<file path="src/rtl/v_id_stage.sv">
// RV32I decode stage for ALU-class ops (R-type, OP-IMM, LUI) with an internal 32x32
// register file and a one-entry valid/ready output register toward EX.
module v_id_stage #(
    parameter int XLEN  = 32,
    parameter int NREGS = 32
) (
    input  logic            clk,
    input  logic            rst,
    input  logic            in_valid,
    output logic            in_ready,
    input  logic [31:0]     instr,
    input  logic            wb_en,
    input  logic [4:0]      wb_rd,
    input  logic [XLEN-1:0] wb_data,
    output logic            out_valid,
    input  logic            out_ready,
    output logic [XLEN-1:0] op_a,
    output logic [XLEN-1:0] op_b,
    output logic [3:0]      alu_op,
    output logic [4:0]      rd,
    output logic            reg_write,
    output logic            illegal
);

    localparam logic [6:0] OPC_R   = 7'b0110011;
    localparam logic [6:0] OPC_I   = 7'b0010011;
    localparam logic [6:0] OPC_LUI = 7'b0110111;
    localparam logic [6:0] F7_ZERO = 7'b0000000;
    localparam logic [6:0] F7_ALT  = 7'b0100000;

    localparam logic [3:0] ALU_ADD  = 4'd0;
    localparam logic [3:0] ALU_SUB  = 4'd1;
    localparam logic [3:0] ALU_XOR  = 4'd2;
    localparam logic [3:0] ALU_OR   = 4'd3;
    localparam logic [3:0] ALU_AND  = 4'd4;
    localparam logic [3:0] ALU_SLL  = 4'd5;
    localparam logic [3:0] ALU_SRL  = 4'd6;
    localparam logic [3:0] ALU_SRA  = 4'd7;
    localparam logic [3:0] ALU_SLT  = 4'd8;
    localparam logic [3:0] ALU_SLTU = 4'd9;

    logic [XLEN-1:0] regs [NREGS];

    logic [6:0]      opcode;
    logic [2:0]      funct3;
    logic [6:0]      funct7;
    logic [4:0]      rs1;
    logic [4:0]      rs2;
    logic [XLEN-1:0] rs1_val;
    logic [XLEN-1:0] rs2_val;
    logic [XLEN-1:0] imm_i;
    logic [XLEN-1:0] shamt;
    logic [3:0]      base_op;

    logic [XLEN-1:0] d_a;
    logic [XLEN-1:0] d_b;
    logic [3:0]      d_op;
    logic [4:0]      d_rd;
    logic            d_rw;
    logic            d_ill;
    logic            accept;

    // Handshake: a transfer happens on any cycle where valid and ready are both high;
    // the producer holds its payload stable while valid is high and ready is low.
    assign in_ready = ~out_valid | out_ready;
    assign accept   = in_valid & in_ready;

    assign opcode = instr[6:0];
    assign funct3 = instr[14:12];
    assign funct7 = instr[31:25];
    assign rs1    = instr[19:15];
    assign rs2    = instr[24:20];
    assign imm_i  = {{(XLEN-12){instr[31]}}, instr[31:20]};
    assign shamt  = {{(XLEN-5){1'b0}}, instr[24:20]};

    // Reads see a same-cycle writeback so a writer and reader can pass in one cycle.
    always_comb begin
        rs1_val = '0;
        rs2_val = '0;
        if (rs1 != 5'd0) rs1_val = (wb_en && wb_rd == rs1) ? wb_data : regs[rs1];
        if (rs2 != 5'd0) rs2_val = (wb_en && wb_rd == rs2) ? wb_data : regs[rs2];
    end

    always_comb begin
        base_op = ALU_ADD;
        case (funct3)
            3'b000:  base_op = ALU_ADD;
            3'b001:  base_op = ALU_SLL;
            3'b010:  base_op = ALU_SLT;
            3'b011:  base_op = ALU_SLTU;
            3'b100:  base_op = ALU_XOR;
            3'b101:  base_op = ALU_SRL;
            3'b110:  base_op = ALU_OR;
            default: base_op = ALU_AND;
        endcase
    end

    always_comb begin
        d_a   = '0;
        d_b   = '0;
        d_op  = ALU_ADD;
        d_ill = 1'b1;
        case (opcode)
            OPC_R: begin
                if (funct7 == F7_ZERO ||
                    (funct7 == F7_ALT && (funct3 == 3'b000 || funct3 == 3'b101))) begin
                    d_ill = 1'b0;
                    d_a   = rs1_val;
                    d_b   = rs2_val;
                    d_op  = base_op;
                    if (funct7 == F7_ALT) d_op = (funct3 == 3'b000) ? ALU_SUB : ALU_SRA;
                end
            end
            OPC_I: begin
                if (funct3 == 3'b001) begin
                    if (funct7 == F7_ZERO) begin
                        d_ill = 1'b0;
                        d_a   = rs1_val;
                        d_b   = shamt;
                        d_op  = ALU_SLL;
                    end
                end else if (funct3 == 3'b101) begin
                    if (funct7 == F7_ZERO || funct7 == F7_ALT) begin
                        d_ill = 1'b0;
                        d_a   = rs1_val;
                        d_b   = shamt;
                        d_op  = (funct7 == F7_ALT) ? ALU_SRA : ALU_SRL;
                    end
                end else begin
                    d_ill = 1'b0;
                    d_a   = rs1_val;
                    d_b   = imm_i;
                    d_op  = base_op;
                end
            end
            OPC_LUI: begin
                d_ill = 1'b0;
                d_b   = {instr[31:12], 12'b0};
            end
            default: d_ill = 1'b1;
        endcase
        // Illegal payloads carry rd=0 so nothing downstream can mistake them for a write.
        d_rd = d_ill ? 5'd0 : instr[11:7];
        d_rw = ~d_ill & (instr[11:7] != 5'd0);
    end

    always_ff @(posedge clk or posedge rst) begin
        if (rst) begin
            for (int i = 0; i < NREGS; i++) regs[i] <= '0;
        end else if (wb_en && wb_rd != 5'd0) begin
            regs[wb_rd] <= wb_data;
        end
    end

    always_ff @(posedge clk or posedge rst) begin
        if (rst) begin
            out_valid <= 1'b0;
            op_a      <= '0;
            op_b      <= '0;
            alu_op    <= ALU_ADD;
            rd        <= 5'd0;
            reg_write <= 1'b0;
            illegal   <= 1'b0;
        end else if (accept) begin
            out_valid <= 1'b1;
            op_a      <= d_a;
            op_b      <= d_b;
            alu_op    <= d_op;
            rd        <= d_rd;
            reg_write <= d_rw;
            illegal   <= d_ill;
        end else if (out_ready) begin
            out_valid <= 1'b0;
        end
    end

endmodule

</file>
<file path="config.mk">
export PLATFORM = sky130hd
export DESIGN_NAME = v_id_stage
export DESIGN_NICKNAME = d
export VERILOG_FILES = /design/src/rtl/v_id_stage.sv
export SDC_FILE = /design/constraint.sdc
export NUM_CORES = 2
export LEC_CHECK = 0
export CORE_MARGIN = 4
export CORE_UTILIZATION = 40
export DETAILED_ROUTE_END_ITERATION = 16
export GPL_ROUTABILITY_DRIVEN = 1
export HOLD_SLACK_MARGIN = 0.03
export PLACE_DENSITY_LB_ADDON = 0.12
export REMOVE_ABC_BUFFERS = 1
export SLEW_MARGIN = 20
export SYNTH_ARGS = -nofsm -noshare
export SYNTH_HDL_FRONTEND = slang
export SYNTH_SLANG_ARGS = --single-unit
export TNS_END_PERCENT = 10
</file>
<file path="constraint.sdc">
create_clock -name clk -period 71.5 [get_ports clk]
set_input_delay 10.725 -clock clk [delete_from_list [all_inputs] [get_ports clk]]
set_output_delay 10.725 -clock clk [all_outputs]
set_load 0.01 [all_outputs]
</file>
== Word level (Yosys, flattened, before mapping) ==
Index checks and enable logic that the tools add are counted.

* Output and inout port bits: 77
* Input bits: 74
* Register bits after elaboration: 1100
* Logic and storage cells: 122

* Bitwise operators: 8
* $lt $le $gt $ge: 4
* Equal/unequal tests: 12
* Mux-type cells: 44
* Reductions and logical operators: 15

{| class="wikitable"
|+ Operators by type and width
! cell !! count
|-
| $bwmux 1024 || 1
|-
| $mux 32 || 17
|-
| $bmux 32 s5 || 2
|-
| $demux 32 s5 || 1
|-
| $pmux 32 s3 || 1
|-
| $pmux 32 s2 || 1
|-
| $pmux 4 s7 || 1
|-
| $eq 7x6->1 const B || 3
|-
| $reduce_bool 5->1 || 4
|-
| $ge 6x6->1 const B || 3
|-
| $not 5->6 || 3
|-
| $mux 4 || 4
|-
| $mux 5 || 3
|-
| $eq 5x5->1 || 2
|-
| $eq 3x3->1 const B || 3
|-
| $mux 3 || 3
|-
| $mux 1 || 8
|-
| $pmux 4 s2 || 1
|-
| $eq 7x5->1 const B || 1
|-
| $logic_not 7->1 || 1
|-
| $eq 3x2->1 const B || 2
|-
| $lt 6x1->1 const B || 1
|-
| $logic_and 1x1->1 || 5
|-
| $eq 3x1->1 const B || 1
|-
| 7 further kinds || 11
|}

== Longest topological paths before layout ==
* Depth after elaboration: 10
* Mapped depth: 11
* Gate-level depth less buffers: 6

== Least setup slack after synthesis ==
No wires, ideal clock.

* Kind: input -> output
* Start: input out_ready
* End: output in_ready
* Data required time: 60775 ps
* Buffers on the path: 0
* Slack: 49859 ps
* Arrival time: 10916 ps
* Stages: 1
* Cells stage by stage: nand2b_1

* Word-level cells in the longest chain between the ends: 1

{| class="wikitable"
|+ Ends and longest elaborated chain
! what !! line !! source
|-
| from (decl) || 16 || <nowiki>input logic out_ready,</nowiki>
|-
| $or 1x1->1 || 65 || <nowiki>assign in_ready = ~out_valid | out_ready;</nowiki>
|-
| to (decl) || 10 || <nowiki>output logic in_ready,</nowiki>
|}

Every way passes these cells.

== Final worst setup path ==
Same ends and word-level chain as after synthesis.

==> flow_summary_export.csv <==
group,metric,value,unit
job,drv_cap,0,
routing,ant_nets,0,
sta,holdWs,394,ps
die,die-area,152000,sq um
sta,rsz0062_at_grt,"false",
final_layout,fin_area,65700,sq um
die,die_h,389,um
clock_tree,clkLatencyLatePin,750,ps
clock_tree,cts_resized,0,
clock_tree,cts_tree,"built",
final_layout,final_cell_mix,"dfrtp_1, mux2_2, mux4_2",
power_and_ir_drop,powerDensity,28.2,nW/um^2
sta,maxSlewViolCount,0,
setup_path,arrival,11950,ps
grt,antenna_found_initial,11,
final_layout,fill_cells,12960,
synthesis,synth_cell_types,56,
clock_tree,hold_buffers,0,
synthesis,synthCells,4151,
synthesis,ys_ff_latch,1100,
routing,vias_per_cell,6.34,
die,start_util,40.4,%
grt,overflow,0,
setup_path,end_kind,"output port",
die,core,144000,sq um
grt,grt_pass1_vias,39777,
sta,worstMarginPinSlew,1190,ps
setup_path,required,60770,ps
routing,wl,207,mm
die,die_x,389,um
routing,drtIter0Drc,3339,
grt,gr-usage-all-layers,27.2,%
sta,period_share,31.7,%
die,placementRows,139,
sta,hold_viol_final,0,
power_and_ir_drop,switching_share,26.8,%
power_and_ir_drop,combPwrFrac,18.0,%
final_layout,seq_area,27500,sq um
hold_path,hold_path.class,"flop to flop",
sta,max_freq,44.1,MHz
routing,firstDrtPassIters,5,
power_and_ir_drop,internal-power,0.00135,W
clock_tree,cts-htree-levels,4,
routing,drc,0,
place,routabilityCongestion,0.764,
place,dp_hpwl,111,mm
clock_tree,cts-root-buf,"clkbuf_16",
outcome,outcome,"finished clean",
grt,grt_pass1_wl,299,mm
setup_path,worst_setup_path_start_kind,"primary input",
routing,wl_per_cell,34.0,um
synthesis,synth.cell_area,58200,sq um
routing,route.vias.total,38581,
grt,grt_max_degree,164,
place,dpl-instance-area,61200,sq um
synthesis,ys.warnings.count,0,
synthesis,ys_seq_area_share,47.3,%
synthesis,synth_edf_count,0,
die,ioPinCount,151,
setup_path,critical_path_class,"primary input to output port",
sta,min_period,22680,ps
power_and_ir_drop,p_seq_share,44.0,%
final_layout,post-route-util,45.6,%
clock_tree,cts_buffer_depth,3,
final_layout,syn2layout_area_growth,12.9,%
power_and_ir_drop,p_leak,28.6,nW
sta,setup_violations,0,
power_and_ir_drop,peakVddDrop,0.0223,mV
sta,max_slew_margin,20.6,%
clock_tree,cts_post_setup_buffers_inserted,0,
sta,fin_worst_skew,32.2,ps
clock_tree,clk_pin_slew,50,ps
final_layout,multiInputGateArea,29000,sq um
final_layout,nNetsFinal,4153,
setup_path,cp_max_fo,4,
clock_tree,cts_sinks,1100,
final_layout,drive_above_1_share,43.0,%
clock_tree,cts_buffers,133,
synthesis,synth_top_flop_cell,"dfrtp_1",
final_layout,final_common_cell,"dfrtp_1",
sta,timing.setup.tns,0,ps
synthesis,async_flop_share,100,%
place,port_buffers,150,
power_and_ir_drop,share_clk_of_total_power,38.1,%
synthesis,post_synth.cell_area_avg,14.0,sq um
power_and_ir_drop,p_sw,0.000495,W
==> worst paths after layout <==
path                       startpoint    endpoint  slack, ps  cells after the start
setup / recovery            out_ready    in_ready      48820                      3
hold / removal             regs[1007]  regs[1007]        390                      0
setup reg to reg            out_valid     op_a[3]      68230                      8
hold reg to reg            regs[1007]  regs[1007]        390                      0
max in group asynchronous         rst   regs[639]      57770                      5
min in group asynchronous         rst   regs[944]      10490                      2
==> through the flow <==
| stage | setup WS [ps] | std cells | total power [W] |
|---|---|---|---|
| floorplan | 29800 | 3692 | 0.00104 |
| global placement | 48800 | 5847 | 0.00115 |
| detailed placement | 48810 | 5847 | 0.00115 |
| CTS | 48800 | 6078 | 0.00186 |
| global route | 48780 | 6078 | 0.00193 |
| finish | 48820 | 6083 | 0.00185 |
==> routing by layer <==
metal	wire, um	GRT usage (%)	vias up
met4	6090	7.87	8
met3	13600	5.16	328
met2	94300	41.8	1348
li1	-	-	15800
met5	60	0	-
met1	92900	39.5	21097
==> synth_stat cells (8+ instances only) <==
library cell  instances  area [sq um]
dfrtp_1            1100         27500
mux2_2             1035         11700
mux4_2              361          8130
mux2i_1             336          3360
clkbuf_1            265           995
a21oi_1             114           571
a22oi_1             114           856
buf_2                97           485
nand2_1              89           334
buf_1                62           233
nand3_1              53           265
o22ai_1              52           325
nor2_1               50           188
o21ai_0              50           250
a211oi_1             43           323
a211o_1              36           315
a221o_1              33           330
o221ai_1             31           272
buf_4                28           210
a221oi_1             23           201
nor2b_1              22           138
a21boi_0             19           143
a22o_1               12           105
nand2b_1             12          75.1
a31oi_1              11          68.8
nor3_1               10          50.1
nand3b_1              8          60.1
xor2_1                8          70.1
==> layout make-up <==
type / count / area share, %
multi-input cells: 2586 / 44.1
flip-flops and latches: 1100 / 41.9
clock buffers: 194 / 6.13
well taps: 1903 / 3.63
repair buffers: 252 / 3.45
clock inverters: 37 / 0.735
inverters: 6 / 0.0457
diodes: 5 / 0.0191
==> power groups by stage <==
| stage | registers, W | logic, W | clock network [W] |
|---|---|---|---|
| 2_1_floorplan | 0.000799 | 0.000242 | 0 |
| 3_3_place_gp | 0.000817 | 0.000328 | 0 |
| 3_5_place_dp | 0.000821 | 0.000333 | 0 |
| 4_1_cts | 0.000811 | 0.000334 | 0.000719 |
| 5_1_grt | 0.000827 | 0.000359 | 0.000744 |
| 6_report | 0.000814 | 0.000332 | 0.000704 |
==> worst max-delay path: stages <==
cell,delay (ps)
clkdlybuf4s50_1,450
nand2b_1,200
clkdlybuf4s50_1,580
==> sequential cells by signal, indices dropped and copies added, names as in the netlist <==
| register | cells |
|---|---|
| alu_op | 4 |
| illegal | 1 |
| op_a | 32 |
| op_b | 32 |
| out_valid | 1 |
| rd | 5 |
| reg_write | 1 |
| regs | 1024 |
==> cell families (layout without fill, tap and decap cells) <==
kind of cell	after synthesis	in the layout	synth area share, %
multiplexers	1738	1738	39.9
flip-flops	1100	1100	47.3
AO/OA/AOI/OAI	559	559	6.75
buffers and inverters	465	489	3.48
AND/OR/NAND/NOR	279	279	2.38
XOR/XNOR	10	10	0.151
other	0	5	0
Note: power is estimated with default switching activity, not from simulation.
